File: config.mk
export PLATFORM = sky130hd
export DESIGN_NAME = icache_store_2way_flat
export DESIGN_NICKNAME = d
export VERILOG_FILES = /design/src/rtl/icache_store_2way_if.sv /design/src/rtl/icache_store_2way.sv /design/src/flat_wrapper.sv
export SDC_FILE = /design/constraint.sdc
export NUM_CORES = 2
export LEC_CHECK = 0
export ABC_CLOCK_PERIOD_IN_PS = 26300
export CAP_MARGIN = 10
export CORE_ASPECT_RATIO = 0.7
export CORE_MARGIN = 2
export CORE_UTILIZATION = 39
export CTS_CLUSTER_SIZE = 16
export DETAILED_ROUTE_END_ITERATION = 8
export GPL_TIMING_DRIVEN = 1
export SLEW_MARGIN = 30
export SYNTH_ARGS = -nofsm -noshare
export SYNTH_HDL_FRONTEND = slang
export SYNTH_MEMORY_MAX_BITS = 65536
export SYNTH_SLANG_ARGS = --single-unit
File: constraint.sdc
create_clock -name clk -period 26.3 [get_ports clk]
set_clock_uncertainty 0.15 [all_clocks]
set_input_delay 2.63 -clock clk [delete_from_list [all_inputs] [get_ports clk]]
set_output_delay 2.63 -clock clk [all_outputs]
set_load 0.02 [all_outputs]
File: src/rtl/icache_store_2way_if.sv
// Request/response bundle between the I-fetch control and the two-way icache store.
//   master (fetch side): drives addr, rdvld, wrvld, wrdata, flush; observes busy, hit,
//                        hit_way, rddata.
//   slave  (store side): the reverse directions.
interface icache_store_2way_if #(
   parameter int unsigned ADDR_W = 15,
   parameter int unsigned LINE_W = 256
);
   logic [ADDR_W-1:0] addr;
   logic              rdvld;
   logic              wrvld;
   logic [LINE_W-1:0] wrdata;
   logic              flush;
   logic              busy;
   logic              hit;
   logic              hit_way;
   logic [LINE_W-1:0] rddata;

   modport master (
      output addr, rdvld, wrvld, wrdata, flush,
      input  busy, hit, hit_way, rddata
   );

   modport slave (
      input  addr, rdvld, wrvld, wrdata, flush,
      output busy, hit, hit_way, rddata
   );
endinterface

File: src/rtl/icache_store_2way.sv
// Two-way set-associative instruction-cache storage: tag, valid, per-set LRU and line data.
// Registered tag lookup (one-cycle), victim-way refill, and a sequential flush engine that
// invalidates one set per cycle.
// Ports:
//   clk  - clock, rising-edge
//   rst  - asynchronous active-low reset
//   bus  - slave side of icache_store_2way_if (addr/rdvld/wrvld/wrdata/flush in,
//          busy/hit/hit_way/rddata out)
module icache_store_2way #(
   parameter int unsigned SETS   = 8,
   parameter int unsigned IDX_W  = 3,
   parameter int unsigned TAG_W  = 7,
   parameter int unsigned OFF_W  = 5,
   parameter int unsigned LINE_W = 256,
   parameter int unsigned ADDR_W = 15
) (
   input logic                clk,
   input logic                rst,
   icache_store_2way_if.slave bus
);

   localparam int unsigned TagLsb = IDX_W + OFF_W;
   localparam logic [IDX_W-1:0] LastSet = IDX_W'(SETS - 1);

   typedef enum logic [0:0] {StIdle, StFlush} state_e;

   state_e            state_q, state_d;
   logic [IDX_W-1:0]  cnt_q, cnt_d;
   logic              busy_q, busy_d;
   logic              hit_q, hit_d;
   logic              hit_way_q, hit_way_d;
   logic [LINE_W-1:0] rddata_q, rddata_d;
   logic [SETS-1:0]   valid0_q, valid0_d;
   logic [SETS-1:0]   valid1_q, valid1_d;
   logic [SETS-1:0]   lru_q, lru_d;

   // Tag and data arrays carry no reset; valid bits gate every use of them.
   logic [TAG_W-1:0]  tag0_q  [SETS];
   logic [TAG_W-1:0]  tag1_q  [SETS];
   logic [LINE_W-1:0] data0_q [SETS];
   logic [LINE_W-1:0] data1_q [SETS];

   logic [TAG_W-1:0]  req_tag;
   logic [IDX_W-1:0]  req_idx;
   logic              blocked;
   logic              wr_en;
   logic              rd_en;
   logic              match0;
   logic              match1;
   logic              victim;
   logic              unused_off;

   assign req_tag    = bus.addr[ADDR_W-1:TagLsb];
   assign req_idx    = bus.addr[TagLsb-1:OFF_W];
   assign unused_off = ^bus.addr[OFF_W-1:0];

   // Requests are dropped for the whole sweep and in the cycle the flush pulse is taken.
   assign blocked = (state_q == StFlush) | bus.flush;
   assign wr_en   = bus.wrvld & ~blocked;
   assign rd_en   = bus.rdvld & ~bus.wrvld & ~blocked;

   assign match0 = valid0_q[req_idx] && (tag0_q[req_idx] == req_tag);
   assign match1 = valid1_q[req_idx] && (tag1_q[req_idx] == req_tag);

   // Fill an empty way first (way0 preferred), otherwise the least-recently-used way.
   always_comb begin
      if (!valid0_q[req_idx]) begin
         victim = 1'b0;
      end else if (!valid1_q[req_idx]) begin
         victim = 1'b1;
      end else begin
         victim = lru_q[req_idx];
      end
   end

   always_comb begin
      state_d   = state_q;
      cnt_d     = cnt_q;
      busy_d    = busy_q;
      hit_d     = 1'b0;
      hit_way_d = hit_way_q;
      rddata_d  = rddata_q;
      valid0_d  = valid0_q;
      valid1_d  = valid1_q;
      lru_d     = lru_q;

      unique case (state_q)
         StIdle: begin
            if (bus.flush) begin
               state_d = StFlush;
               cnt_d   = '0;
               busy_d  = 1'b1;
            end
         end
         StFlush: begin
            valid0_d[cnt_q] = 1'b0;
            valid1_d[cnt_q] = 1'b0;
            lru_d[cnt_q]    = 1'b0;
            cnt_d           = cnt_q + 1'b1;
            if (cnt_q == LastSet) begin
               state_d = StIdle;
               busy_d  = 1'b0;
            end
         end
         default: begin
            state_d = StIdle;
            busy_d  = 1'b0;
         end
      endcase

      if (wr_en) begin
         if (victim) begin
            valid1_d[req_idx] = 1'b1;
         end else begin
            valid0_d[req_idx] = 1'b1;
         end
         lru_d[req_idx] = ~victim;
      end

      // A double match cannot arise from fills; way0 wins if it ever does.
      if (rd_en && (match0 || match1)) begin
         hit_d          = 1'b1;
         hit_way_d      = ~match0;
         rddata_d       = match0 ? data0_q[req_idx] : data1_q[req_idx];
         lru_d[req_idx] = match0;
      end
   end

   always_ff @(posedge clk or negedge rst) begin
      if (!rst) begin
         state_q   <= StIdle;
         cnt_q     <= '0;
         busy_q    <= 1'b0;
         hit_q     <= 1'b0;
         hit_way_q <= 1'b0;
         rddata_q  <= '0;
         valid0_q  <= '0;
         valid1_q  <= '0;
         lru_q     <= '0;
      end else begin
         state_q   <= state_d;
         cnt_q     <= cnt_d;
         busy_q    <= busy_d;
         hit_q     <= hit_d;
         hit_way_q <= hit_way_d;
         rddata_q  <= rddata_d;
         valid0_q  <= valid0_d;
         valid1_q  <= valid1_d;
         lru_q     <= lru_d;
      end
   end

   always_ff @(posedge clk) begin
      if (wr_en) begin
         if (victim) begin
            tag1_q[req_idx]  <= req_tag;
            data1_q[req_idx] <= bus.wrdata;
         end else begin
            tag0_q[req_idx]  <= req_tag;
            data0_q[req_idx] <= bus.wrdata;
         end
      end
   end

   assign bus.busy    = busy_q;
   assign bus.hit     = hit_q;
   assign bus.hit_way = hit_way_q;
   assign bus.rddata  = rddata_q;

endmodule
File: src/flat_wrapper.sv
// flat-port wrapper written by rule: the top's interface ports become plain ports
module icache_store_2way_flat 
#(
   parameter int unsigned SETS   = 8,
   parameter int unsigned IDX_W  = 3,
   parameter int unsigned TAG_W  = 7,
   parameter int unsigned OFF_W  = 5,
   parameter int unsigned LINE_W = 256,
   parameter int unsigned ADDR_W = 15
)
  (clk, rst, bus_addr, bus_rdvld, bus_wrvld, bus_wrdata, bus_flush, bus_busy, bus_hit, bus_hit_way, bus_rddata);
  icache_store_2way_if #(.ADDR_W(ADDR_W), .LINE_W(LINE_W)) bus_i ();
  input logic clk;
  input logic rst;
  input wire logic [$bits(bus_i.addr)-1:0] bus_addr;
  input wire logic [$bits(bus_i.rdvld)-1:0] bus_rdvld;
  input wire logic [$bits(bus_i.wrvld)-1:0] bus_wrvld;
  input wire logic [$bits(bus_i.wrdata)-1:0] bus_wrdata;
  input wire logic [$bits(bus_i.flush)-1:0] bus_flush;
  output wire logic [$bits(bus_i.busy)-1:0] bus_busy;
  output wire logic [$bits(bus_i.hit)-1:0] bus_hit;
  output wire logic [$bits(bus_i.hit_way)-1:0] bus_hit_way;
  output wire logic [$bits(bus_i.rddata)-1:0] bus_rddata;
  assign bus_i.addr = bus_addr;
  assign bus_i.rdvld = bus_rdvld;
  assign bus_i.wrvld = bus_wrvld;
  assign bus_i.wrdata = bus_wrdata;
  assign bus_i.flush = bus_flush;
  assign bus_busy = bus_i.busy;
  assign bus_hit = bus_i.hit;
  assign bus_hit_way = bus_i.hit_way;
  assign bus_rddata = bus_i.rddata;
  icache_store_2way #(.SETS(SETS), .IDX_W(IDX_W), .TAG_W(TAG_W), .OFF_W(OFF_W), .LINE_W(LINE_W), .ADDR_W(ADDR_W)) u_core (.clk(clk), .rst(rst), .bus(bus_i));
endmodule
==> flow_summary.toml <==
[sta]
timing.final.ws_setup_ns = 16.46
relSlewSlack_pct = 19.2
hold_viol_final = 0
fin_setup_tns_ns = 0
setup_viol = 0
period_needed_ns = 9.84
rsz0062_at_grt = "no"
fmax_mhz = 102
fin_crit_sh_pct = 37.4
worst_pin_slew_ns = 1.21
slew_violations = 0
hold_ws_ns = 0.322

[logic_synthesis]
yosys_warnings = 0
netlist_instances = 8290
syn-num-nets = 8568
syn_area_per_cell_sq_um = 19.5
synth_seq_cells = 4495
dominantRegCellSynth = "edfxtp_1"
synth_edf_count = 4208
yosysSeqAreaShare_pct = 82.5
synth_cell_type_count = 48
async_flop_share_pct = 6.38
netlist_area_sq_mm = 0.162

[pwr]
p_per_area_mw_per_mm2 = 77.4
vdd_drop_max_uv = 66.1
power.leakage_nw = 59.3
power.total_mw = 14.5

[cells_and_area]
area_growth_syn_to_layout_pct = 16.1
area.sequential_sq_mm = 0.134
multi_input_area_sq_mm = 0.0263
layout-drive-gt1-share_pct = 12.4
num-fill-cells = 34236
fin_nets = 9174

[job]
drv_cap = 0

[routing]
postRouteAntennaNets = 0
routed_wl_um = 447000
avgRoutedWirePerCell_um = 30.3
drt-pass1-iter-count = 6
vias = 86849
viasPerCell = 5.89
drc = 0
drtIter0Drc = 10466

[clocking]
numCtsBuffers = 409
clk_path_buf_depth = 4
worstSkewPairLatency_ns = 1.03
htree_levels = 5
postCtsSetupBuffers = 0
cts_tree = "built"
cts_hold_buf = 0
cts_resized = 0
cts_root_buf = "clkbuf_16"
cts_sinks = 4495
path_clk_slew_ns = 0.06

[setup_path]
worstPathMaxFanout = 48
end_kind = "flop"
startpoint_type = "input pin"
crit_arrival_ns = 10.30
critPathRequiredTime_ns = 26.75
crit_type = "input pin to flop"

[floorplanning]
die_area_sq_mm = 0.420
start_util_pct = 39.2
chipWidth_um = 774
io_pins = 535
core_area_sq_mm = 0.412
die_h_um = 543
num_rows = 197

[worst_hold_path]
hold_class = "flop to flop"

[global_routing]
grt_usage_pct = 20.5
antenna_found_initial = 125
grt_pass1_vias = 87660
grt_max_degree = 146
grt.overflow.total = 0
grt_pass1_wl_um = 632000

[outcome]
run_status = "finished, final reports clean"

[placed_design]
io_buffers = 529
dpl.hpwl_um = 217000
place.gp.congestion = 0.741
pre_cts_ws_ns = 15.48
-- logic make-up after synthesis --
| logic type | share of synthesized area [%] |
|---|---|
| DFF | 82.5 |
| AOI/OAI and AO/OA | 9.75 |
| muxes | 4.04 |
| xor gates and xnor gates | 0.0704 |
| buffers and inverters | 1.36 |
| adders and majority gates | 0.0155 |
| and+or+nand+nor | 2.24 |
-- synthesized netlist by cell type, types with 2 or more instances --
cell	count	share of area, %
edfxtp_1	4208	78
a22oi_1	2051	9.5
nand4_1	514	2.0
clkbuf_1	445	1.0
dfrtp_1	287	4.4
mux2_2	260	1.8
mux2_1	256	1.8
buf_2	37	0.11
mux4_2	25	0.35
nor2_1	20	0.046
a21o_1	18	0.083
buf_1	17	0.039
mux2i_1	17	0.11
buf_6	15	0.10
buf_4	13	0.060
nor2b_1	10	0.039
nand3_1	9	0.028
xnor2_1	9	0.049
nand2_1	8	0.019
o211ai_1	8	0.037
o21ai_1	8	0.025
a22o_1	6	0.032
and2_1	6	0.023
or3_1	5	0.019
xor2_1	4	0.022
nand3b_1	3	0.014
a21boi_1	2	0.0093
a21oi_1	2	0.0062
a221oi_1	2	0.011
and3b_1	2	0.011
ha_1	2	0.015
inv_1	2	0.0046
nor3_1	2	0.0062
nor3b_1	2	0.0093
o22ai_1	2	0.0077
-- final timing paths --
check                                    from                     end  slack, ns  cells after the start
setup / recovery                  bus_addr[6]   u_core.data1_q[7][35]      16.46                     13
min in group asynchronous                 rst  u_core.bus.rddata[105]       1.39                      1
setup reg to reg           u_core.valid1_q[2]   u_core.data1_q[7][35]      19.31                     10
max in group asynchronous                 rst  u_core.bus.rddata[255]      21.54                      4
hold / removal             u_core.valid1_q[6]      u_core.valid1_q[6]       0.32                      1
hold reg to reg            u_core.valid1_q[6]      u_core.valid1_q[6]       0.32                      1
-- area by class of cell --
class / count / area share (%)
antenna: 30 / 0.0400
sequential: 4495 / 71.1
timing repair buffer: 722 / 3.84
inverter: 2 / 0.00400
clock buffer: 553 / 6.08
multi-input combinational: 3266 / 14.0
clock inverter: 215 / 1.31
tap: 5472 / 3.65
-- power by group --
part	internal, mW	switching (mW)	total, mW	leakage [nW]
logic	0.180	0.381	0.562	10.7
clock network	3.40	2.67	6.08	6.79
registers	7.88	0.0230	7.90	41.8
-- state kept, by name, indices dropped and copies added (netlist names), 3 cells and up --
register / flops
u_core.bus.rddata: 256
u_core.cnt_q: 3
u_core.data0_q: 2048
u_core.data1_q: 2048
u_core.lru_q: 8
u_core.tag0_q: 56
u_core.tag1_q: 56
u_core.valid0_q: 8
u_core.valid1_q: 8
-- routing by layer --
| metal | track usage, % | up-vias | part of all wire, % |
|---|---|---|---|
| li1 | - | 36301 | - |
| met1 | 28.5 | 45596 | 42 |
| met2 | 32.2 | 4102 | 46 |
| met3 | 5.03 | 738 | 9.4 |
| met4 | 5.94 | 112 | 2.6 |
| met5 | 0 | - | 0.15 |
-- layout by cell type, fill, tap and decap left out, types with 26 or more instances in the layout --
cell type        netlist  final
edfxtp_1            4208   4208
a22oi_1             2051   2051
clkdlybuf4s50_1        0    525
nand4_1              514    514
clkbuf_16              0    413
dfrtp_1              287    287
mux2_2               260    260
mux2_1               256    256
buf_4                 13    151
clkbuf_1             445     84
clkinv_2               0     83
clkbuf_8               0     56
clkinv_1               0     50
bufinv_16              0     33
diode_2                0     30
buf_12                 0     26
-- stage by stage --
stage	cells	util (%)	cell area [sq um]
6_report	14755	45.5	188000
5_1_grt	14747	45.5	188000
4_1_cts	14724	45.5	188000
3_5_place_dp	13956	42.2	174000
3_3_place_gp	13947	42.1	174000
2_1_floorplan	8290	-	162000
-- worst max-delay path: stages --
cell and delay, ns:
buf_2 0.08, buf_4 0.56, and3b_4 0.88, buf_4 0.73, a22o_1 0.24, nor3_1 0.07, a31oi_1 0.21, nand3_1 0.66
nor2_4 1.03, buf_4 0.78, buf_4 0.72, buf_4 0.70, buf_4 0.66
Note: power is estimated with default switching activity, not from simulation.
